File: src/rtl/div_sequencer.sv
// EX-stage divide unit: 32-iteration restoring shift-subtract divider that
// stalls the pipeline while busy and pulses result_valid for the LO/HI write.
module div_sequencer (
  input  logic        clk,
  input  logic        rst,
  input  logic        start,
  input  logic        signed_div,
  input  logic [31:0] a,
  input  logic [31:0] b,
  input  logic        annul,
  output logic        stall,
  output logic        result_valid,
  output logic [31:0] quotient,
  output logic [31:0] remainder
);

  // state | meaning
  // IDLE  | waiting for a div/divu issue
  // BUSY  | one shift-subtract iteration per cycle, 32 cycles
  // DONE  | result presented for one cycle, pipeline released
  localparam logic [1:0] IDLE = 2'd0;
  localparam logic [1:0] BUSY = 2'd1;
  localparam logic [1:0] DONE = 2'd2;

  logic [1:0]  state;
  logic [4:0]  cnt;
  logic [31:0] rem_q;
  logic [31:0] dvd_q;
  logic [31:0] dsr_q;
  logic        q_neg;
  logic        r_neg;

  logic [31:0] abs_a;
  logic [31:0] abs_b;
  logic [32:0] rem_sh;
  logic        q_bit;
  logic [31:0] rem_next;
  logic [31:0] quo_next;
  logic [31:0] q_fix;
  logic [31:0] r_fix;

  assign abs_a = (signed_div && a[31]) ? (~a + 32'd1) : a;
  assign abs_b = (signed_div && b[31]) ? (~b + 32'd1) : b;

  // Partial remainder is kept at 33 bits after the shift so that unsigned
  // divisors with bit 31 set still compare correctly.
  always_comb begin
    rem_sh   = {rem_q, dvd_q[31]};
    q_bit    = (rem_sh >= {1'b0, dsr_q});
    rem_next = q_bit ? (rem_sh[31:0] - dsr_q) : rem_sh[31:0];
    quo_next = {dvd_q[30:0], q_bit};
    q_fix    = q_neg ? (~quo_next + 32'd1) : quo_next;
    r_fix    = r_neg ? (~rem_next + 32'd1) : rem_next;
  end

  assign stall = ~annul & (((state == IDLE) & start) | (state == BUSY));

  always_ff @(posedge clk) begin
    if (rst) begin
      state        <= IDLE;
      cnt          <= 5'd0;
      rem_q        <= 32'd0;
      dvd_q        <= 32'd0;
      dsr_q        <= 32'd0;
      q_neg        <= 1'b0;
      r_neg        <= 1'b0;
      quotient     <= 32'd0;
      remainder    <= 32'd0;
      result_valid <= 1'b0;
    end else begin
      result_valid <= 1'b0;
      if (annul) begin
        state <= IDLE;
      end else begin
        case (state)
          IDLE: begin
            if (start) begin
              if (b == 32'd0) begin
                state        <= DONE;
                quotient     <= 32'hFFFF_FFFF;
                remainder    <= a;
                result_valid <= 1'b1;
              end else begin
                dvd_q <= abs_a;
                dsr_q <= abs_b;
                rem_q <= 32'd0;
                cnt   <= 5'd0;
                q_neg <= signed_div & (a[31] ^ b[31]);
                r_neg <= signed_div & a[31];
                state <= BUSY;
              end
            end
          end
          BUSY: begin
            rem_q <= rem_next;
            dvd_q <= quo_next;
            cnt   <= cnt + 5'd1;
            if (cnt == 5'd31) begin
              state        <= DONE;
              quotient     <= q_fix;
              remainder    <= r_fix;
              result_valid <= 1'b1;
            end
          end
          DONE:    state <= IDLE;
          default: state <= IDLE;
        endcase
      end
    end
  end

endmodule
File: config.mk
export PLATFORM = sky130hd
export DESIGN_NAME = div_sequencer
export DESIGN_NICKNAME = d
export VERILOG_FILES = /design/src/rtl/div_sequencer.sv
export SDC_FILE = /design/constraint.sdc
export NUM_CORES = 1
export LEC_CHECK = 0
export ABC_CLOCK_PERIOD_IN_PS = 6300
export CORE_ASPECT_RATIO = 1.1
export CORE_MARGIN = 5
export CORE_UTILIZATION = 63
export DETAILED_ROUTE_END_ITERATION = 8
export DONT_BUFFER_PORTS = 1
export GPL_TIMING_DRIVEN = 0
export PLACE_DENSITY = 0.81
export SYNTH_ARGS = -nofsm -noshare
export SYNTH_HDL_FRONTEND = slang
export SYNTH_SLANG_ARGS = --single-unit
File: constraint.sdc
create_clock -name clk -period 6.3 [get_ports clk]
set_input_delay 0.945 -clock clk [delete_from_list [all_inputs] [get_ports clk]]
set_output_delay 0.945 -clock clk [all_outputs]
set_load 0.05 [all_outputs]
==> qor.yml <==
worst_setup_path:
  required_ps: 6600
  reg2reg_from: "rem_q[15]"
  reg2reg_slack_ps: 320
  r2r_cells: 19
  end_kind: "flop"
  path_class: "reg2reg"
  crit_slowest_cell: "a31oi_2"
  slowest_delay_ps: 430
  crit_start: "rem_q[15]"
  cp.arrival_ps: 6280
  worstPathCellList: "ha_1, clkbuf_1, nand4_1, nor2_1, o211ai_1, a31oi_2, o31a_1, buf_2, buf_2, buf_2, mux2i_1, ha_1, inv_1, nor4b_2, a31oi_1, or2_1, o31ai_1, xor2_1, o22ai_1"
  cp-start-kind: "flop"
  cpMostUsedCell: "buf_2"
  rr_endpoint: "remainder[24]"
  cp_max_fo: 10
floorplan:
  die_w_um: 139
  ios: 135
  start_util_pct: 63.5
  die_h_um: 152
  core_sq_mm: 0.0183
  die_area_sq_mm: 0.0212
  core.rowCount: 52
cts:
  cts.clk_slew.worst_paths_ps: 80
  cts_tree: "yes"
  cts_buffers: 17
  htreeDepth: 4
  cts.sinks: 170
  clk_path_buf_depth: 2
  clk_latency_ps: 440
  cts-root-buf: "clkbuf_16"
synthesis:
  synth_largest_area_cell: "dfxtp_1"
  synth_common_cells: "nand2_1, dfxtp_1, nor2_1"
  ys_ff_latch: 170
  syn_nets: 1649
  synth_top_area_share_pct: 29.3
  synth-edff-count: 0
  synth_area_leaders: "dfxtp_1, a21oi_1, nand2_1"
  syn_inst: 1541
  synth_cell_types: 76
  avgSynthCellArea_sq_um: 7.53
  synth-warning-count: 0
  ys.flop_type: "dfxtp_1"
  async_flop_share_pct: 0
  synthesis.area_sq_mm: 0.0116
  yosysSeqAreaShare_pct: 29.3
  synth_most_common_cell: "nand2_1"
route:
  routed_via_density: 6.40
  routedWlPerCell_um: 21.6
  vias: 11620
  routed_wl_um: 39300
  antenna_left: 0
  drc: 0
  drt_pass1_iterations: 5
  drt_iter0_drc: 918
sta:
  whs_ps: 452
  max_freq_ghz: 0.167
  drv_slew: 0
  slew_headroom_pct: 12.4
  setup_viol: 0
  worst_slew_pin_slew_ps: 1300
  grt_setup_unrepaired: "no"
  final.min_clock_period_ps: 5980
  post-route-period-util_pct: 94.9
  final_hold_viol_count: 0
  layout_setup_ws_ps: 319
  finClkSkew_ps: 11.5
global_routing:
  grt_max_degree: 20
  grt_pass1_vias: 11427
  track_usage_pct: 35.9
  grt_antenna_before_repair: 0
  grt_pass1_wl_um: 61000
  grt.overflow.total: 0
worst_hold_path:
  hold-path-endpoint: "dsr_q[25]"
  hold_depth: 2
  hold_path_class: "reg2reg"
  min_from: "dsr_q[25]"
final_layout:
  fillers: 1650
  seqCellArea_sq_mm: 0.00340
  areaGrowthSynthToFinish_pct: 7.82
  fin_nets: 1667
  drive_above_1_share_pct: 6.62
  fin_cells: 1816
  multi_input_comb_area_sq_mm: 0.00758
power:
  p_leak_nw: 4.67
  vdd_ir_drop_max_mv: 0.195
  power.density_mw_per_mm2: 218
place:
  placed_cells: 1784
  place_congestion: 1.00
  dpl_worst_slack_ps: -325
  port-buffer-count: 0
  dp_hpwl_um: 31100
status:
  outcome: "complete, no violations"
job:
  drv_cap: 0
[flip-flops by register name, indices dropped and copies added, names as in the netlist]
register	cells
dsr_q	32
dvd_q	32
quotient	32
rem_q	32
remainder	32
cnt	5
state	2
q_neg	1
r_neg	1
result_valid	1
[how the worst max path moves through the flow]
stage | end | slack [ps] | cells after the start
6_report | remainder[24] | 320 | 19
5_1_grt | remainder[24] | 70 | 21
4_1_cts | remainder[24] | 110 | 19
3_5_place_dp | remainder[24] | -330 | 20
3_3_place_gp | remainder[24] | -300 | 20
2_1_floorplan | remainder[30] | 1620 | 20
[per-stage QoR]
stage               total power (W)  TNS (ps)  utilization (%)  area, sq um
floorplan                   0.00154         0                -        11600
global placement            0.00167      -943             65.2        11900
detailed placement          0.00167     -1330             65.2        11900
CTS                         0.00270         0             68.3        12500
global route                0.00282         0             68.5        12500
finish                      0.00272         0             68.5        12500
[worst max-delay path: cells and delay by family, from the launching register on]
kind            cells  cell delay, ps
fa+ha+maj           2             540
buf+inv             5            1430
mux                 1             400
compound gates      6            1750
xor+xnor            1             200
simple gates        4            1150
flops               1             370
[repair_timing]
action / in CTS / in global routing
resized for setup: 1 / 5
endpoints found under the setup margin: 8 / 8
setup buffers: 0 / 0
endpoints found under the hold margin: 0 / 0
hold buffers: 0 / 0
[kinds of logic (layout without fill, tap and decap cells)]
kind of cell	count (synthesis)	after routing	synth area share, %
adder cells (fa/ha/maj)	39	39	4.27
flip-flops	170	170	29.3
other	0	1	0
multiplexers	19	19	1.70
AO/OA/AOI/OAI	502	502	28.0
AND/OR/NAND/NOR	523	523	20.9
buffers and inverters	152	183	5.56
XOR/XNOR	136	136	10.3
[power breakdown]
group	switching, W	internal, W	leakage (nW)
clock	0.000500	0.000561	0.273
sequential	0.0000261	0.00110	1.38
combinational	0.000347	0.000188	3.02
total	0.000872	0.00185	4.67
[cells in the final DEF (no fill, tap or decap), drive strengths merged, types with 15 or more instances in the layout]
cell,n
clkbuf,85
a22oi,26
nand4,15
inv,57
a31oi,20
or3,16
xnor2,76
o31ai,25
ha,38
a211oi,37
o21ai,103
o211ai,37
buf,34
nand2,188
a21oi,146
nor3,32
dfxtp,170
nand3,26
a21o,15
nand2b,18
xor2,60
nor2,160
[area by class of cell]
| type | count | share of cell area (%) |
|---|---|---|
| inverter | 50 | 1.50 |
| antenna | 1 | 0.0200 |
| clock inverter | 14 | 1.23 |
| buffer | 101 | 3.66 |
| clock buffer | 18 | 3.43 |
| tap | 243 | 2.43 |
| multi-input combinational | 1219 | 60.5 |
| sequential | 170 | 27.2 |
[per-layer routing]
layer | track usage (%) | vias to the layer above | routed length [um]
met5 | 0 | - | 0
met4 | 23.3 | 0 | 2480
met3 | 7.22 | 146 | 3140
met2 | 61.8 | 533 | 19000
met1 | 40.0 | 5322 | 14700
li1 | - | 5619 | -
(Power assumes the default switching activity.)
